==> src/rtl/cpu_pkg.sv <==
// Shared CPU definitions: fetch FSM encoding, bubble encoding and reset vector.
package cpu_pkg;

    typedef enum logic [1:0] {
        S_REQ,
        S_WAIT,
        S_HOLD,
        S_DISCARD
    } fetch_state_t;

    localparam logic [31:0] NOP_INSTR = 32'h0000_0000;
    localparam logic [31:0] RESET_PC  = 32'h0000_0000;

    function automatic logic [31:0] align_pc(input logic [31:0] addr);
        return {addr[31:2], 2'b00};
    endfunction

endpackage

==> src/rtl/if_fetch_stage.sv <==
// Instruction-fetch stage: owns the PC, runs a single-outstanding imem request and
// presents a registered instruction (or NOP bubble) to the IF/ID register.
module if_fetch_stage #(
    parameter logic [31:0] RESET_PC  = cpu_pkg::RESET_PC,
    parameter logic [31:0] NOP_INSTR = cpu_pkg::NOP_INSTR
) (
    input  logic        clk,
    input  logic        reset,
    input  logic        stall,
    input  logic        redirect,
    input  logic [31:0] redirect_pc,
    output logic        imem_req,
    output logic [31:0] imem_addr,
    input  logic        imem_ready,
    input  logic        imem_rvalid,
    input  logic [31:0] imem_rdata,
    output logic [31:0] if_instr,
    output logic [31:0] if_pc4,
    output logic        if_valid,
    output logic [31:0] pc_out
);
    import cpu_pkg::*;

    fetch_state_t state_q, state_d;
    logic [31:0]  pc_q, pc_d;
    logic [31:0]  instr_q, instr_d;
    logic [31:0]  pc4_q, pc4_d;
    logic [31:0]  redirect_tgt;
    logic [31:0]  pc_inc;

    assign redirect_tgt = align_pc(redirect_pc);
    assign pc_inc       = pc_q + 32'd4;

    always_comb begin
        state_d = state_q;
        pc_d    = pc_q;
        instr_d = instr_q;
        pc4_d   = pc4_q;
        unique case (state_q)
            S_REQ: begin
                if (redirect) pc_d = redirect_tgt;
                // A request accepted alongside a redirect targets the old PC: squash it.
                if (imem_ready) state_d = redirect ? S_DISCARD : S_WAIT;
            end
            S_WAIT: begin
                if (redirect) begin
                    pc_d    = redirect_tgt;
                    state_d = imem_rvalid ? S_REQ : S_DISCARD;
                end else if (imem_rvalid) begin
                    instr_d = imem_rdata;
                    pc4_d   = pc_inc;
                    state_d = S_HOLD;
                end
            end
            S_HOLD: begin
                if (redirect) begin
                    pc_d    = redirect_tgt;
                    instr_d = NOP_INSTR;
                    pc4_d   = 32'd0;
                    state_d = S_REQ;
                end else if (!stall) begin
                    pc_d    = pc_inc;
                    instr_d = NOP_INSTR;
                    pc4_d   = 32'd0;
                    state_d = S_REQ;
                end
            end
            S_DISCARD: begin
                if (redirect) pc_d = redirect_tgt;
                if (imem_rvalid) state_d = S_REQ;
            end
            default: state_d = S_REQ;
        endcase
    end

    always_ff @(posedge clk or posedge reset) begin
        if (reset) begin
            state_q <= S_REQ;
            pc_q    <= RESET_PC;
            instr_q <= NOP_INSTR;
            pc4_q   <= 32'd0;
        end else begin
            state_q <= state_d;
            pc_q    <= pc_d;
            instr_q <= instr_d;
            pc4_q   <= pc4_d;
        end
    end

    // Outputs decode only registered state, never imem_rdata directly.
    always_comb begin
        imem_req  = (state_q == S_REQ) && !reset;
        imem_addr = pc_q;
        if_valid  = (state_q == S_HOLD);
        if_instr  = if_valid ? instr_q : NOP_INSTR;
        if_pc4    = if_valid ? pc4_q : 32'd0;
        pc_out    = pc_q;
    end

endmodule

==> config.mk <==
export PLATFORM = sky130hd
export DESIGN_NAME = if_fetch_stage
export DESIGN_NICKNAME = d
export VERILOG_FILES = /design/src/rtl/cpu_pkg.sv /design/src/rtl/if_fetch_stage.sv
export SDC_FILE = /design/constraint.sdc
export NUM_CORES = 1
export LEC_CHECK = 0
export ABC_AREA = 1
export CAP_MARGIN = 30
export CORE_MARGIN = 3
export CORE_UTILIZATION = 25
export CTS_BUF_LIST = sky130_fd_sc_hd__clkbuf_4
export DETAILED_ROUTE_END_ITERATION = 10
export GPL_TIMING_DRIVEN = 0
export PLACE_DENSITY_LB_ADDON = 0.25
export SETUP_SLACK_MARGIN = 0.4
export SYNTH_ARGS = -nofsm -noshare
export SYNTH_HDL_FRONTEND = slang
export SYNTH_SLANG_ARGS = --single-unit
==> constraint.sdc <==
create_clock -name clk -period 8.59 [get_ports clk]
set_input_delay 1.718 -clock clk [delete_from_list [all_inputs] [get_ports clk]]
set_output_delay 1.718 -clock clk [all_outputs]
set_load 0.005 [all_outputs]
==> flow_summary.yaml <==
status:
  status: "completed"
sta:
  hold_viol: 0
  slew_headroom: 0.594
  finalMaxSlewViolations: 0
  finalSetupViolCount: 0
  fin_crit_sh: 0.528
  setup_tns_ns: 0
  worstMarginPinSlew_ns: 0.609
  fin_crit_ns: 4.53
  whs_ns: 0.508
  clock_skew_ns: 0.0247
  rsz0062_at_grt: "no"
  max_clock_freq_mhz: 221
detailed_routing:
  wl_per_cell_um: 14.7
  finalWirelength_um: 18400
  dr.pass1.iters: 4
  ant_nets: 0
  drc: 0
  vias: 5303
  drt_iter0_markers: 297
  viasPerCell: 4.26
synthesis:
  async_flop_share: 1.00
  synthFlopType: "dfrtp_1"
  synth_cell_types: 32
  yosysMostFrequentCell: "nand2_1"
  synth_area_leader_cell: "dfrtp_1"
  synth_commonest_cells: "191 x nand2_1, 129 x nor2_1, 109 x inv_1, 95 x dfrtp_1, 50 x o21ai_2"
  avgSynthCellArea_um2: 7.47
  yosys_register_bits: 95
  synth_warnings: 0
  synth_top_area_frac: 0.422
  seq_area_frac_synth: 0.422
  synth_cells: 753
  synthTopCellsByArea: "dfrtp_1 42%, nand2_1 13%, nor2_1 8.6%, o21ai_2 7.8%, inv_1 7.3%"
  synth-edff-count: 0
  synthesis.area_mm2: 0.00563
layout:
  n_antenna_cell: 0
  nets: 1032
  num-fill-cells: 2331
  syn2layout_area_growth_pct: 44.0
  layout-drive-gt1-share: 0.145
worst_hold_path:
  hp-class: "reg -> reg"
setup_path:
  critPathArrivalTime_ns: 2.81
  crit_family: "buffers and inverters"
  worst-setup-path-type: "in -> out"
  crit_chain: "clkdlybuf4s50_1, nor2_1, clkdlybuf4s50_1"
  slowest_stage: "clkdlybuf4s50_1"
  cp_max_fo: 2
  crit_top_cell: "clkdlybuf4s50_1"
  required_ns: 6.87
  critPathLaunchType: "primary input"
  path_buf_inv: 2
  critPathCaptureType: "output port"
  slowest_delay_ns: 0.51
cts:
  clockRootBuffer: "clkbuf_4"
  cts-htree-levels: 3
  cts-hold-fix-buffers: 0
  clkSinkCount: 95
  cts_tree: "built"
  postCtsSetupBuffers: 0
  clockBufferDepth: 2
  clk_latency_ns: 0.47
  path_clk_slew_ns: 0.16
  cts_buffers: 9
  ctsResizeCount: 0
global_route:
  grt_pass1_wl_um: 28900
  grt_use_total: 0.153
  grt_max_degree: 58
  first_global_vias: 5295
  gr-total-overflow: 0
  grt_antenna_before_repair: 0
power:
  vdd_ir_drop_max_v: 0.0000950
  p_leak_nw: 3.59
  powerDensity_mw_per_mm2: 259
floorplan:
  die_height_um: 156
  core_area_mm2: 0.0220
  die_w_um: 156
  initial_core_util: 0.256
  rows: 54
  num_io_pins: 200
  die_area_mm2: 0.0243
run:
  maxCapViolations: 0
place:
  io_buffers: 193
  gp_congestion: 0.879
  dpl.hpwl_um: 14200
through the flow:
step / instances / utilization / power (mW) / setup slack [ns] / instance area, µm²
after floorplan: 756 / - / 1.36 / 4.39 / 5640
after global placement: 1229 / 0.361 / 1.84 / 2.48 / 7920
after detailed placement: 1230 / 0.362 / 1.86 / 4.04 / 7950
after CTS: 1246 / 0.369 / 2.14 / 4.04 / 8110
after global routing: 1246 / 0.369 / 2.29 / 4.01 / 8110
final: 1246 / 0.369 / 2.10 / 4.06 / 8110
registers in the layout (all words and copies together), names as in the netlist:
name,flops
instr_q,32
pc4_q,31
imem_addr,30
state_q,2
power by group:
part           leakage, nW  switching [mW]  internal [mW]  total [mW]
clock               0.0859           0.156          0.123       0.279
sequential            1.22           0.117          0.609       0.727
combinational         2.28           0.572          0.525        1.10
total                 3.59           0.846           1.26        2.10
tightest hold or removal path: stages (launching register included):
cell and delay (ns):
dfrtp_1 0.35, inv_1 0.05, nor2_1 0.08
cell families (layout without fill, tap and decap cells):
logic type               Yosys count  in the layout  synth area share
adder cells (fa/ha/maj)            1              1           0.00222
flip-flops                        95             95             0.422
XOR/XNOR                          13             13            0.0202
buffers and inverters            177            387             0.152
AND/OR/NAND/NOR                  364            364             0.263
other                              1              4          0.000666
AO/OA/AOI/OAI                    102            102             0.139
routing by layer:
layer,vias to the layer above,wire (µm),share of wire,GRT usage
li1,2686,-,-,-
met1,2431,8670,0.47,0.214
met2,165,8170,0.44,0.238
met3,21,1160,0.063,0.0266
met4,0,367,0.020,0.0505
met5,-,0,0,0
area by class of cell:
| type | instances | area, µm² | share of cell area |
|---|---|---|---|
| flip-flops and latches | 95 | 2380 | 0.293 |
| repair buffers | 194 | 1960 | 0.242 |
| well taps | 280 | 350 | 0.0432 |
| clock inverters | 5 | 72.6 | 0.00895 |
| plain buffers | 61 | 419 | 0.0517 |
| clock buffers | 11 | 82.6 | 0.0102 |
| multi-input cells | 484 | 2400 | 0.297 |
| inverters | 116 | 440 | 0.0543 |
worst paths after layout:
| path | startpoint | to | slack, ns | depth (start not counted) |
|---|---|---|---|---|
| max in group asynchronous | reset | instr_q[0] | 6.23 | 3 |
| worst max-delay path | reset | imem_req | 4.06 | 3 |
| worst max register to register | imem_addr[2] | pc4_q[24] | 6.70 | 10 |
| min in group asynchronous | reset | imem_addr[14] | 1.65 | 2 |
| worst min-delay path | pc4_q[1] | pc4_q[1] | 0.51 | 2 |
| worst min register to register | pc4_q[1] | pc4_q[1] | 0.51 | 2 |
placed cells by master (no fill, tap or decap):
cell / count
conb_1: 4
and2_1: 3
dfrtp_1: 95
nand3b_1: 2
o21ai_0: 13
nand3_1: 27
nor2_2: 3
clkbuf_1: 10
o22ai_1: 19
o211ai_1: 1
buf_1: 1
ha_1: 1
o221a_2: 1
buf_4: 36
nand2_1: 191
buf_16: 1
o21ai_2: 50
xnor2_1: 7
inv_4: 2
clkbuf_4: 11
buf_2: 8
o22ai_2: 3
buf_6: 6
clkinv_1: 2
nand2_2: 3
o21ai_4: 1
inv_2: 6
nor2_1: 129
clkdlybuf4s50_1: 193
inv_1: 108
bufinv_16: 2
o21bai_1: 7
clkinv_2: 1
a21oi_1: 4
o21ai_1: 3
xor2_1: 6
nor2_4: 5
nand3_4: 1
Note: power is estimated with default switching activity, not from simulation.
